[config.mk]
export PLATFORM = sky130hd
export DESIGN_NAME = sm_accumulate_ctrl
export DESIGN_NICKNAME = d
export VERILOG_FILES = /design/src/rtl/sm_acc_pkg.sv /design/src/rtl/sm_accumulate_ctrl_adder.sv /design/src/rtl/sm_accumulate_ctrl.sv
export SDC_FILE = /design/constraint.sdc
export NUM_CORES = 1
export LEC_CHECK = 0
export ABC_CLOCK_PERIOD_IN_PS = 9500
export CAP_MARGIN = 10
export CORE_MARGIN = 2
export CORE_UTILIZATION = 55
export CTS_CLUSTER_SIZE = 24
export DETAILED_ROUTE_END_ITERATION = 6
export PLACE_DENSITY = 0.77
export RECOVER_POWER = 100
export SLEW_MARGIN = 20
export SYNTH_ARGS = -nofsm -noshare
export SYNTH_HDL_FRONTEND = slang
export SYNTH_SLANG_ARGS = --single-unit
[constraint.sdc]
create_clock -name clk -period 9.5 [get_ports clk]
set_input_delay 2.85 -clock clk [delete_from_list [all_inputs] [get_ports clk]]
set_output_delay 2.85 -clock clk [all_outputs]
set_load 0.05 [all_outputs]
[src/rtl/sm_acc_pkg.sv]
// sm_acc_pkg: shared state encoding and negative-zero canonicalisation for sm_accumulate_ctrl
package sm_acc_pkg;
    typedef enum logic [1:0] {IDLE, ACC, DONE} state_t;
    localparam int SM_MAX_W = 64;
    function automatic logic [SM_MAX_W-1:0] sm_norm(input logic [SM_MAX_W-1:0] v, input int unsigned w);
        logic [SM_MAX_W-1:0] mask;
        mask = (SM_MAX_W'(1) << (w - 1)) - SM_MAX_W'(1);
        return ((v & mask) == '0) ? '0 : v;
    endfunction
endpackage

[src/rtl/sm_accumulate_ctrl_adder.sv]
// SignMagnitudeAdder: combinational sign-magnitude adder (a = accumulator, b = term; b wins ties); ports a, b in, result out
module SignMagnitudeAdder #(
    parameter int WIDTH_A      = 32,
    parameter int WIDTH_B      = 32,
    parameter int WIDTH_RESULT = 32
) (
    input  logic [WIDTH_A-1:0]      a,
    input  logic [WIDTH_B-1:0]      b,
    output logic [WIDTH_RESULT-1:0] result
);
    localparam int M = WIDTH_RESULT - 1;
    logic [M-1:0] ma, mb;
    logic         sa, sb;
    assign ma = M'(a[WIDTH_A-2:0]);
    assign mb = M'(b[WIDTH_B-2:0]);
    assign sa = a[WIDTH_A-1];
    assign sb = b[WIDTH_B-1];
    always_comb begin
        result = (sa == sb) ? {sa, ma + mb} : (ma > mb) ? {sa, ma - mb} : {sb, mb - ma};
    end
endmodule

[src/rtl/sm_accumulate_ctrl.sv]
// sm_accumulate_ctrl: accumulates a stream of sign-magnitude terms onto a bias through one shared adder
// Ports: clk, rst (async active-high); start/len/bias launch a run; in_valid/in_ready/in_data term stream;
// out_valid/out_ready/out_data/out_ovf result; busy = not IDLE.
// Option: define SM_ACC_SAT_EN to saturate on magnitude overflow; otherwise the magnitude wraps.
module sm_accumulate_ctrl
    import sm_acc_pkg::*;
#(
    parameter int WIDTH = 32,
    parameter int CNT_W = 10
) (
    input  logic             clk,
    input  logic             rst,
    input  logic             start,
    input  logic [CNT_W-1:0] len,
    input  logic [WIDTH-1:0] bias,
    input  logic             in_valid,
    output logic             in_ready,
    input  logic [WIDTH-1:0] in_data,
    output logic             out_valid,
    input  logic             out_ready,
    output logic [WIDTH-1:0] out_data,
    output logic             out_ovf,
    output logic             busy
);
    localparam logic [WIDTH-2:0] MAG_MAX = '1;
    function automatic logic [WIDTH-1:0] norm(input logic [WIDTH-1:0] v);
        return WIDTH'(sm_norm(SM_MAX_W'(v), WIDTH));
    endfunction
    state_t           state;
    logic [WIDTH-1:0] acc, term, sum, acc_nxt;
    logic [CNT_W-1:0] cnt;
    logic             ovf, carry;
    assign term = norm(in_data);
    SignMagnitudeAdder #(.WIDTH_A(WIDTH), .WIDTH_B(WIDTH), .WIDTH_RESULT(WIDTH)) u_add (
        .a(acc),
        .b(term),
        .result(sum)
    );
    // With equal signs a truncated magnitude sum below the addend means the carry-out was lost
    assign carry = (acc[WIDTH-1] == term[WIDTH-1]) && (sum[WIDTH-2:0] < acc[WIDTH-2:0]);
`ifdef SM_ACC_SAT_EN
    assign acc_nxt = norm(carry ? {acc[WIDTH-1], MAG_MAX} : sum);
`else
    assign acc_nxt = norm(sum);
`endif
    always_ff @(posedge clk or posedge rst) begin
        if (rst) begin
            state <= IDLE;
            acc   <= '0;
            cnt   <= '0;
            ovf   <= 1'b0;
        end else begin
            case (state)
                IDLE: if (start) begin
                    acc   <= norm(bias);
                    cnt   <= len;
                    ovf   <= 1'b0;
                    state <= (len == '0) ? DONE : ACC;
                end
                ACC: if (in_valid) begin
                    acc <= acc_nxt;
                    ovf <= ovf | carry;
                    cnt <= cnt - 1'b1;
                    if (cnt == CNT_W'(1)) state <= DONE;
                end
                DONE: if (out_ready) state <= IDLE;
                default: state <= IDLE;
            endcase
        end
    end
    assign in_ready  = (state == ACC);
    assign out_valid = (state == DONE);
    assign out_data  = out_valid ? acc : '0;
    assign out_ovf   = out_valid & ovf;
    assign busy      = (state != IDLE);
endmodule

* Word level (Yosys, flattened, before mapping)
Index checks and enable logic that the tools add are counted.
Storage, ports and cells: register bits 45, word-level logic and storage cells 55
Cells by class: add/sub/neg operators 4, magnitude comparators 2, equal/unequal tests 10, multiplexer cells 21, bitwise operators 2, reductions and logical operators 11
Operators with widths (number):
- 2-to-1 mux 32 bit | 8
- logical NOT 64 bit | 3
- case mux 32 bit (2 select lines) | 1
- subtractor 31 bit | 2
- adder 31 bit | 1
- > comparator 31 bit | 1
- less-than comparator 31 bit | 1
- 2-to-1 mux 10 bit | 2
- case mux 10 bit (2 select lines) | 1
- == test 10 x 1 -> 1 bit (second input constant) | 1
- logical NOT 10 bit | 1
- 2-to-1 mux 2 bit | 5
- subtractor 10 x 1 -> 10 bit (second input constant) | 1
- case mux 2 bit (3 select lines) | 1
- AND reduction 5 bit | 1
- inequality test 2 x 1 -> 1 bit (second input constant) | 2
- inequality test 2 bit (second input constant) | 2
- AND reduction 4 bit | 1
- nonzero test 2 bit | 2
- inequality test 3 x 2 -> 1 bit (second input constant) | 1
- inequality test 3 bit (second input constant) | 1
- AND reduction 3 bit | 1
- == test 2 x 1 -> 1 bit (second input constant) | 1
- == test 2 bit (second input constant) | 1
- other kinds (7) | 8

* Depth between registers and ports, before layout
word-level depth 10, mapped depth 28, depth with buffers taken out 25

* By module
From an unflattened synthesis, not the netlist that was laid out.
Second synthesis, totals: cells, all modules 1180, area total of the unflattened synthesis 8414.3 um^2
Modules (own cells, without submodules):
- SignMagnitudeAdder | times used 1, cells an instance 732, area an instance 4859.7 um^2, seq. area each 0.0 um^2
- sm_accumulate_ctrl | times used 1, cells an instance 448, area an instance 3554.7 um^2, seq. area each 1126.1 um^2

* Least setup slack after synthesis
No wires, ideal clock.
kind input to register, start point input port in_data[13], end point register ovf, library setup time 0.072 ns, arrival 7.158 ns, data required time 9.428 ns, setup slack 2.269 ns, stages on the path 25, cells stage by stage clkbuf_1 -> ha_1 -> buf_2 -> and4_2 -> nand2_2 -> or4_4 -> o21a_4 -> a21oi_2 -> buf_6 -> mux2_2 -> o221a_2 -> or2_2 -> ha_1 -> a21o_1 -> a21o_1 -> a21o_1 -> a21oi_1 -> nor2b_1 -> o21ai_0 -> nand2b_1 -> a21oi_1 -> o31ai_1 -> nand3_1 -> a31oi_1 -> nor2_1
On the way: longest elaborated chain between the ends 10, elaborated cells on any way between the ends 14, classes of those cells 3 x add/sub; 2 x order compare; 1 x eq/ne; 5 x mux; 1 x bitwise; 2 x reduce/logical
RTL lines:
- start, declared | RTL line sm_accumulate_ctrl.sv:18 | input logic [WIDTH-1:0] in_data,
- logical NOT 64 bit | RTL line sm_acc_pkg.sv:8 | return ((v & mask) == '0) ? '0 : v;
- 2-to-1 mux 32 bit (*) | RTL line sm_acc_pkg.sv:8
- subtractor 31 bit or > comparator 31 bit (tied branches) | RTL line sm_accumulate_ctrl_adder.sv:19 | result = (sa == sb) ? {sa, ma + mb} : (ma > mb) ? {sa, ma - mb} : {sb, mb - ma};
- 2-to-1 mux 32 bit (2 in series) | RTL line sm_accumulate_ctrl_adder.sv:19
- less-than comparator 31 bit | RTL line sm_accumulate_ctrl.sv:40 | assign carry = (acc[WIDTH-1] == term[WIDTH-1]) && (sum[WIDTH-2:0] < acc[WIDTH-2:0]);
- logical AND 1 bit (*) | RTL line sm_accumulate_ctrl.sv:40
- bitwise OR 1 bit (*) | RTL line sm_accumulate_ctrl.sv:62 | ovf <= ovf | carry;
- 2-to-1 mux 1 bit (*) | RTL line sm_accumulate_ctrl.sv:60 | ACC: if (in_valid) begin
- case mux 1 bit (2 select lines) (*) | RTL line sm_accumulate_ctrl.sv:53 | case (state)
- end signal, assigned | RTL line sm_accumulate_ctrl.sv:62
- end, declared | RTL line sm_accumulate_ctrl.sv:32 | logic ovf, carry;
Mark *: on every way between the ends. The rest lies on a longest branch, timed or not. The select of a mux whose other input is x is not followed. A chain may end at the register's enable or synchronous reset.

* Worst setup path in the final report
Same ends and word-level chain as after synthesis.

==> results.py <==
metrics = {
    "sta": {
        "finalHoldViolCount": 0,
        "period_share_pct": 91.9,
        "clock.fmax_mhz": 115,
        "setup_viol": 0,
        "slew_headroom_pct": -35.8,
        "finalSetupTns_ps": 0,
        "worstMarginPinSlew_ps": 2030,
        "rsz0062_at_grt": "no",
        "min_period_ps": 8730,
        "worst_clock_skew_ps": 9.74,
        "finalMaxSlewViolations": 81,
    },
    "clocking": {
        "clockBufferDepth": 2,
        "insertion_delay_ps": 300,
        "cts_root_buffer": "clkbuf_16",
        "clk_pin_slew_ps": 70,
        "post_cts_buffers": 0,
        "clock_sinks": 45,
        "cts-resized-gates": 0,
        "cts_hold_buf": 0,
        "cts_tree": "yes",
        "cts_made_buffers": 5,
        "htree_levels": 2,
    },
    "synthesis": {
        "synth_top_family_by_area": "compound AO/OA/AOI/OAI gates",
        "syn_avg_cell_area_um2": 6.88,
        "synth_flop_cell": "dfrtp_1",
        "netlist.area_leader.share_pct": 16.4,
        "synth-edff-count": 0,
        "syn_nets": 1542,
        "synth_cell_types": 78,
        "synth-xor-area-share_pct": 0.761,
        "yosys.area_share.simple_pct": 26.3,
        "ys_warn_count": 0,
        "synth_adder_area_share_pct": 17.1,
        "synth_compound_area_share_pct": 32.6,
        "synth-seq-area-share_pct": 12.2,
        "synthCells": 1339,
        "synthTopCellsByArea": "ha_1, dfrtp_1, a21oi_1, nor2_1, inv_1",
        "synth_commonest_cells": "a21oi_1, ha_1, nor2_1",
        "synthesis.area_mm2": 0.00921,
        "synth.area.mux_share_pct": 1.90,
        "synth.ff_latch_count": 45,
        "synth_most_common_cell": "a21oi_1",
        "yosys.area.top_type": "ha_1",
        "async_flop_share_pct": 100,
    },
    "global_routing": {
        "grt_overflow": 0,
        "grt_max_degree": 63,
        "grt_pass1_wl_um": 57300,
        "grt_usage_pct": 40.8,
        "grt_pass1_vias": 10184,
        "antenna_found_initial": 0,
    },
    "layout": {
        "area_growth_pct": 14.0,
        "fillers": 1546,
        "final_nets": 1577,
        "seq_area_mm2": 0.00113,
        "antenna_cells": 0,
        "multiInputGateArea_mm2": 0.00726,
        "layout-drive-gt1-share_pct": 3.64,
    },
    "setup_path": {
        "regToRegStartpoint": "acc[19]",
        "cp-startpoint": "in_data[13]",
        "critPathKind": "in -> reg",
        "r2r-end": "ovf",
        "cp-endpoint": "ovf",
        "end_kind": "flop",
        "worstPathRequired_ps": 9730,
        "critPathMaxFanout": 18,
        "cp-start-kind": "primary input",
        "r2r_slack_ps": 3380,
        "cp_data_arrival_time_ps": 8970,
        "reg2regPathDepth": 22,
    },
    "floorplanning": {
        "start_util_pct": 55.9,
        "rows": 47,
        "fp.dieH_um": 133,
        "die_x_um": 133,
        "dieArea_mm2": 0.0178,
        "core-area_mm2": 0.0165,
        "ioPinCount": 115,
    },
    "route": {
        "drc": 0,
        "route.antenna.remaining_nets": 0,
        "firstDrtPassIters": 5,
        "wl_per_cell_um": 23.1,
        "vias_per_cell": 6.83,
        "drt-initial-drc-count": 1414,
        "drt-total-wl_um": 36800,
        "via_count": 10892,
    },
    "status": {
        "outcome": "finished with violations",
        "violations": "max-capacitance violations, max-slew violations",
    },
    "min_path": {
        "hold_path.class": "reg -> reg",
    },
    "placed_design": {
        "hpwl_um": 29600,
        "portBuffers": 114,
        "gp_congestion": 1.08,
    },
    "job": {
        "max_cap_viol_count": 2,
    },
}
## worst min path at each step
stage	startpoint	to	slack, ps	cells after the start
3_5_place_dp	ovf	ovf	520	2
4_1_cts	ovf	ovf	540	2
2_1_floorplan	ovf	ovf	450	2
6_report	ovf	ovf	560	2
5_1_grt	ovf	ovf	590	2
3_3_place_gp	ovf	ovf	530	2
## layer usage
metal | routed length (um) | track usage, %
met2 | 15100 | 59.3
met5 | 0 | 0
met3 | 4520 | 9.17
met1 | 15700 | 58.4
met4 | 1460 | 15.9
## sequential cells by signal (all words and copies together) (netlist names)
register	count
acc	32
ovf	1
cnt	10
state	2
## cells by family (layout without fill, tap and decap cells)
logic type,after synthesis,count (layout)
flip-flops,45,45
multiplexers,17,17
XOR/XNOR,8,8
AND/OR/NAND/NOR,477,477
AO/OA/AOI/OAI,456,456
buffers and inverters,212,248
adder cells (fa/ha/maj),124,124
## area by class of cell
cell class,count,area share (%)
Clock buffer,6,1.23
Timing Repair Buffer,129,11.9
Sequential cell,45,10.7
Clock inverter,2,0.369
Multi-Input combinational cell,1082,69.2
Inverter,111,3.97
Tap cell,220,2.62
## placed cells by master (no fill, tap or decap), drive strengths merged, types with 12 or more instances in the layout
cell and n:
a211oi 29, a21o 25, a21oi 133, a31oi 30, and2 41, and3 13, clkdlybuf4s50 74, dfrtp 45
dlygate4sd3 40, ha 121, inv 111, mux2i 13, nand2 94, nand2b 14, nand3 34, nand4 28
nor2 117, nor2b 13, nor3 42, nor4 33, o211ai 31, o21a 12, o21ai 84, o31ai 15
or3 15
## worst max-delay path: stages
cell and delay [ps]:
dlygate4sd3_1 640, ha_1 620, and4_2 360, nand2_2 90, or4_4 560, o21ai_0 610
o21ai_2 430, buf_4 320, a211o_1 270, o311ai_0 210, o21ai_0 230, xnor2_1 270
ha_1 290, a21o_1 160, a21oi_1 170, nor2b_1 60, o21ai_0 140, nand2b_1 70
a21oi_1 200, o31ai_1 120, nand3_1 90, a31oi_1 80, nor2_1 100
## stage by stage
step	instance area (um2)	setup slack (ps)	hold WS, ps	std cells	util [%]
after floorplan	9210	2270	454	1339	-
after global placement	10400	1200	527	1587	62.9
after detailed placement	10400	993	520	1587	62.9
after CTS	10500	1300	541	1595	64.0
after global routing	10500	409	588	1595	63.8
final	10500	767	560	1595	63.8
Power is not shown: default switching activity piles up to over one toggle a cycle in this logic, so the estimate is an artifact.
==> edit 1: new RTL, same settings <==
The option `SM_ACC_SAT_EN` is turned on by a define.
--- a/src/rtl/sm_accumulate_ctrl.sv
+++ b/src/rtl/sm_accumulate_ctrl.sv
@@ -3,4 +3,6 @@
 // out_valid/out_ready/out_data/out_ovf result; busy = not IDLE.
 // Option: define SM_ACC_SAT_EN to saturate on magnitude overflow; otherwise the magnitude wraps.
+`define SM_ACC_SAT_EN
+
 module sm_accumulate_ctrl
     import sm_acc_pkg::*;
Formal check against the unedited RTL: not equivalent (a bounded check fails within 4 cycles, from zero or initial values and one cycle with rst high).
==> edit 1 against the unedited design <==
The flow finishes with violations (design-rule violations, max-capacitance violations, max-slew violations). First-iteration DRC count up 15%. Highest routed layer unchanged. Final area down 1.0%. Setup slack worse by 0.59 ns. Sequential cell count unchanged. Critical path type unchanged. Via count down 5.4%. Critical endpoint is now acc[13]. Die area down 3.4%. Critical path depth down 3. Clock skew up 0.0034 ns. Synthesized area down 3.5%. Wire length down 3.6%. Utilization up 1.9 points.
Power is left out: the tool's default activity adds up to more than one toggle a clock period on the data nets, which glitch-free logic cannot reach.
==> edit 1: results (changes against the unedited design) <==
| Metric | Value |
|---|---|
| Largest net degree at the start of global routing | `65 (+3.2%)` |
| Worst-path clk slew | `0.09 ns (+0.02 ns)` |
| Critical path's slowest cell | `ha_1` |
| Status | `complete, but fails checks` |
| Relative slew slack | `-1.02 (-0.662)` |
| Final Skew | `0.0131 ns (+0.00337 ns)` |
| Non-CTS inverters | `103 (-7.2%)` |
| Seq area share | `0.108 (+0.00112)` |
| Clk buf depth | `2 (unchanged)` |
| Worst-skew pair later-pin latency | `0.33 ns (+0.03 ns)` |
| Drt via density | `6.83 (about the same)` |
| Yosys reg bits | `45 (unchanged)` |
| HPWL Detailed | `28200 um (-4.9%)` |
| Max-Cap Viols | `1 (-1)` |
| Bufs w/o clock | `154 (+19%)` |
| YS warnings | `0 (unchanged)` |
| Multi-input gate share of the layout cell area | `0.673 (-0.0190)` |
| Hold endpoint | `cnt[8]` |
| Async SR Flop Fraction | `1.00 (unchanged)` |
| Area Overhead vs Synth | `16.9%` |
| Routed WL per cell | `23.5 um (+2.0%)` |
| Post-synthesis cell type count | `86 (+10%)` |
| Place WS | `0.338 ns (-0.655 ns)` |
| Vias in the first global route | `9360 (-8.1%)` |
| Hold_sp | `cnt[8]` |
| Syn_nets | `1428 (-7.4%)` |
| Layout clock area frac | `0.0148 (-0.00116)` |
| CTS buffer count | `5 (unchanged)` |
| Crit path DAT | `9.54 ns (+0.57 ns)` |
| DRC Markers | `1 (+1)` |
| Mapped Cells | `1222 (-8.7%)` |
| Seq/Total Area, Yosys | `0.127 (+0.00441)` |
| Layout cells sized above 1 | `0.0580 (+0.0217)` |
| Initial antenna violation count | `0 (unchanged)` |
| Multi-input gate count | `982 (-9.2%)` |
| WHS Path Cells | `1 (-1)` |
| GP Congestion | `1.06 (-1.2%)` |
| R2R Path Start | `acc[21]` |
| Top Registers | `acc (32), cnt (10), state (2)` |
| Fin cells | `1508 (-5.5%)` |
| Post-layout min period | `9.32 ns (+0.587 ns)` |
| Fill cell instance count of the final layout | `1414 (-8.5%)` |
| Final max-slew violation count | `46 (-43%)` |
| CTS Root Cell | `clkbuf_16` |
| Ranking of synthesized cells by area | `ha_1, dfrtp_1, a21oi_1` |
| Gates resized, CTS repair | `0 (unchanged)` |
| Data buffer area share | `0.141 (+0.0217)` |
| GRT Overall Usage | `0.396 (-0.0120)` |
| Worst setup endpoint | `acc[13]` |
| First-pass GRT wire length | `54100 um (-5.7%)` |
| Failing checks | `design-rule violations, max-capacitance violations, max-slew violations` |
| Crit path max fanout | `16 (-2)` |
| R2R setup slack | `2.84 ns (-0.54 ns)` |
| Final Hold Slack | `0.488 ns (-0.0714 ns)` |
| DR iter-0 viols | `1629 (+15%)` |
| Synth top cells by count | `ha_1, inv_1, a21oi_1, o21ai_0, nor2_1` |
| Area of the multi-input gates | `6990 sq um (-3.8%)` |
| Worst reg2reg path depth | `19 (-14%)` |
| Drt first pass iters | `7 (+2)` |
| Critical path launch point | `in_data[25]` |
==> edit 1: cell types whose count changed in the layout (fill, tap and decap cells not counted), moves of 10 or more <==
cell	before	now
o21ai_1	1	11
o221ai_1	4	28
o211ai_1	31	14
a21oi_1	132	102
xnor2_1	5	19
a31oi_1	30	14
nand3_1	34	21
nor2_1	117	72
o21ai_0	82	99
nand2_1	93	58
buf_4	10	33
==> edit 1: cells by family after synthesis <==
family	count (synthesis)	synth area share
AO/OA/AOI/OAI	438	0.328
XOR/XNOR	24	0.0236
adder cells (fa/ha/maj)	127	0.181
buffers and inverters	195	0.0895
flip-flops	45	0.127
multiplexers	18	0.0215
AND/OR/NAND/NOR	375	0.230
==> edit 1: routing by layer <==
layer  GRT usage  routed length, um  up-vias
met5           0                  0        -
met4       0.118               1260        0
met3      0.0795               4110       97
met2       0.601              15200      764
met1       0.567              14900     4794
li1            -                  -     4649
==> edit 2: new RTL, same settings <==
Made on the original files. Encoding of `state_t`: now one-hot (3 bits for 3 states).
--- a/src/rtl/sm_acc_pkg.sv
+++ b/src/rtl/sm_acc_pkg.sv
@@ -1,5 +1,5 @@
 // sm_acc_pkg: shared state encoding and negative-zero canonicalisation for sm_accumulate_ctrl
 package sm_acc_pkg;
-    typedef enum logic [1:0] {IDLE, ACC, DONE} state_t;
+    typedef enum logic [2:0] {IDLE = 3'b001, ACC = 3'b010, DONE = 3'b100} state_t;
     localparam int SM_MAX_W = 64;
     function automatic logic [SM_MAX_W-1:0] sm_norm(input logic [SM_MAX_W-1:0] v, input int unsigned w);
Behaviour: no difference found for any inputs over 4 cycles, from zero or initial values and one cycle with rst high; so few cycles prove little.
==> edit 2 against the unedited design <==
The flow still finishes with violations (max-capacitance violations, max-slew violations). Sequential share of layout area is 1.3 points higher. Final area decreased by 8.6%. Non-clock buffer count decreased by 6. Setup slack worse by 0.087 ns. Count of clock-buffer cells in the layout decreased by 1. Die area shrank 9.0%. Largest cell class unchanged. Synthesized area down 9.3%. Sequential cell count rose by 1. Wire length fell by 13%. Utilization increased by 0.084 points.
==> edit 2: results (changes against the unedited design) <==
| Metric | Value |
|---|---|
| Port Buffers | `114 (unchanged)` |
| DR iter-0 viols | `1268 (-10%)` |
| CTS Root Cell | `clkbuf_16` |
| Synth Area in XOR/XNOR | `0.0367 (+0.0291)` |
| Crit path DAT | `9.03 ns (+0.06 ns)` |
| Worst-path clk slew | `0.07 ns (about the same)` |
| Vias in the first global route | `8916 (-12%)` |
| Routed WL per cell | `22.4 um (-2.9%)` |
| Syn_nets | `1403 (-9.0%)` |
| HPWL Detailed | `25300 um (-14%)` |
| Max IR drop VDD | `roughly 0.26 mV` |
| Post-synthesis cell type count | `75 (-3.8%)` |
| Min-Delay Path Class | `flop to flop` |
| GP Congestion | `1.03 (-4.7%)` |
| Initial antenna violation count | `0 (unchanged)` |
| YS warnings | `0 (unchanged)` |
| Synth top cells by count | `a21oi_1, ha_1, inv_1, nor2_1, nand2_1` |
| Final max-slew violation count | `96 (+19%)` |
| Gates resized, CTS repair | `0 (unchanged)` |
| Fill cell instance count of the final layout | `1399 (-9.5%)` |
| Failing checks | `max-capacitance violations, max-slew violations` |
| Max-Cap Viols | `2 (unchanged)` |
| Adder-Cell Fraction of Synth Area | `0.188 (+0.0175)` |
| Async SR Flop Fraction | `1.00 (unchanged)` |
| Post-synthesis mux area share | `0.00839 (-0.0106)` |
| Clk buf depth | `2 (unchanged)` |
| GRT Overall Usage | `0.386 (-0.0218)` |
| Number of diodes | `0 (unchanged)` |
| Relative slew slack | `-1.11 (-0.755)` |
| Global route overflow | `0 (unchanged)` |
| Leak pwr | `between 4 and 5 nW` |
| Drt first pass iters | `5 (unchanged)` |
| Crit path max fanout | `14 (-4)` |
| Compound-Gate Fraction of Synth Area | `0.307 (-0.0187)` |
| Layout cells sized above 1 | `0.0258 (-0.0106)` |
| First-pass GRT wire length | `49300 um (-14%)` |
| H-tree levels | `2 (unchanged)` |
| Primary FF master, synth | `dfrtp_1` |
| Largest stage delay, worst path | `0.92 ns (+0.28 ns)` |
| Ranking of synthesized cells by area | `ha_1, dfrtp_1, a21oi_1` |
| Seq/Total Area, Yosys | `0.138 (+0.0156)` |
| Worst-skew pair later-pin latency | `0.30 ns (about the same)` |
| CTS buffer count | `5 (unchanged)` |
| Critical path's slowest cell | `nor2_1` |
| Status | `complete, but fails checks` |
| Vias after detailed routing | `9667 (-11%)` |
| Final Skew | `0.0114 ns (+0.00167 ns)` |
| Top Registers | `acc (32), cnt (10), state (3)` |
| Largest net degree at the start of global routing | `49 (-22%)` |
| Postcts setup bufs | `0 (unchanged)` |
edit 2: cell types whose count changed after synthesis, moves of 9 or more:
| cell | delta |
|---|---|
| a211oi_1 | -12 |
| a22oi_1 | +24 |
| a31oi_1 | -13 |
| and2_1 | -35 |
| clkbuf_1 | -10 |
| nand3_1 | -13 |
| nor2_1 | -15 |
| nor3_1 | -14 |
| o2111ai_1 | -9 |
| o211ai_1 | -17 |
| xnor2_1 | +24 |
edit 2: report_power, final:
group | switching [mW] | internal (mW) | total, mW
Clock | 0.0915 | 0.0980 | 0.189
Sequential | 0.136 | 0.294 | 0.431
Combinational | 2.09 | 1.13 | 3.23
Total | 2.32 | 1.53 | 3.85
edit 2: kinds of logic after synthesis:
group / Yosys count
XOR/XNOR: 35
buffers and inverters: 196
AO/OA/AOI/OAI: 404
AND/OR/NAND/NOR: 388
multiplexers: 7
flip-flops: 46
adder cells (fa/ha/maj): 124
edit 2: layout make-up:
class,instances,area share
inverter,107,0.0420
tap,188,0.0245
clock inverter,3,0.00222
clock buffer,5,0.0130
timing repair buffer,123,0.126
sequential,46,0.120
multi-input combinational,958,0.672
edit 2: layer usage:
layer | track usage | up-vias | share of wire | wire length, um
met5 | 0 | - | 0 | 0
met2 | 0.612 | 641 | 0.44 | 14200
li1 | - | 4390 | - | -
met3 | 0.0507 | 80 | 0.10 | 3350
met1 | 0.542 | 4556 | 0.42 | 13400
met4 | 0.137 | 0 | 0.035 | 1130
edit 2: final timing paths:
kind	from	end	slack, ns	cells after the start
max	in_data[14]	ovf	0.68	22
min	cnt[9]	cnt[9]	0.49	2
max reg2reg	state[0]	acc[31]	3.10	12
min reg2reg	cnt[9]	cnt[9]	0.49	2
max in group asynchronous	rst	cnt[9]	4.88	2
min in group asynchronous	rst	acc[3]	3.60	2
edit 2: worst max-delay path, delay by kind of cell:
kind / cells / cell delay, ns
and+or+nand+nor: 8 / 2.02
buffers and inverters: 1 / 0.65
AOI/OAI and AO/OA: 11 / 2.63
adders and majority gates: 2 / 0.86
edit 2: through the flow:
| step | instances | setup slack (ns) | instance area [sq um] | power (mW) |
|---|---|---|---|---|
| after floorplan | 1200 | 2.50 | 8360 | 2.65 |
| after global placement | 1422 | 0.871 | 9460 | 3.52 |
| after detailed placement | 1422 | 0.645 | 9460 | 3.53 |
| after CTS | 1430 | 0.950 | 9600 | 3.74 |
| after global routing | 1430 | 0.378 | 9600 | 4.13 |
| final | 1430 | 0.681 | 9600 | 3.85 |
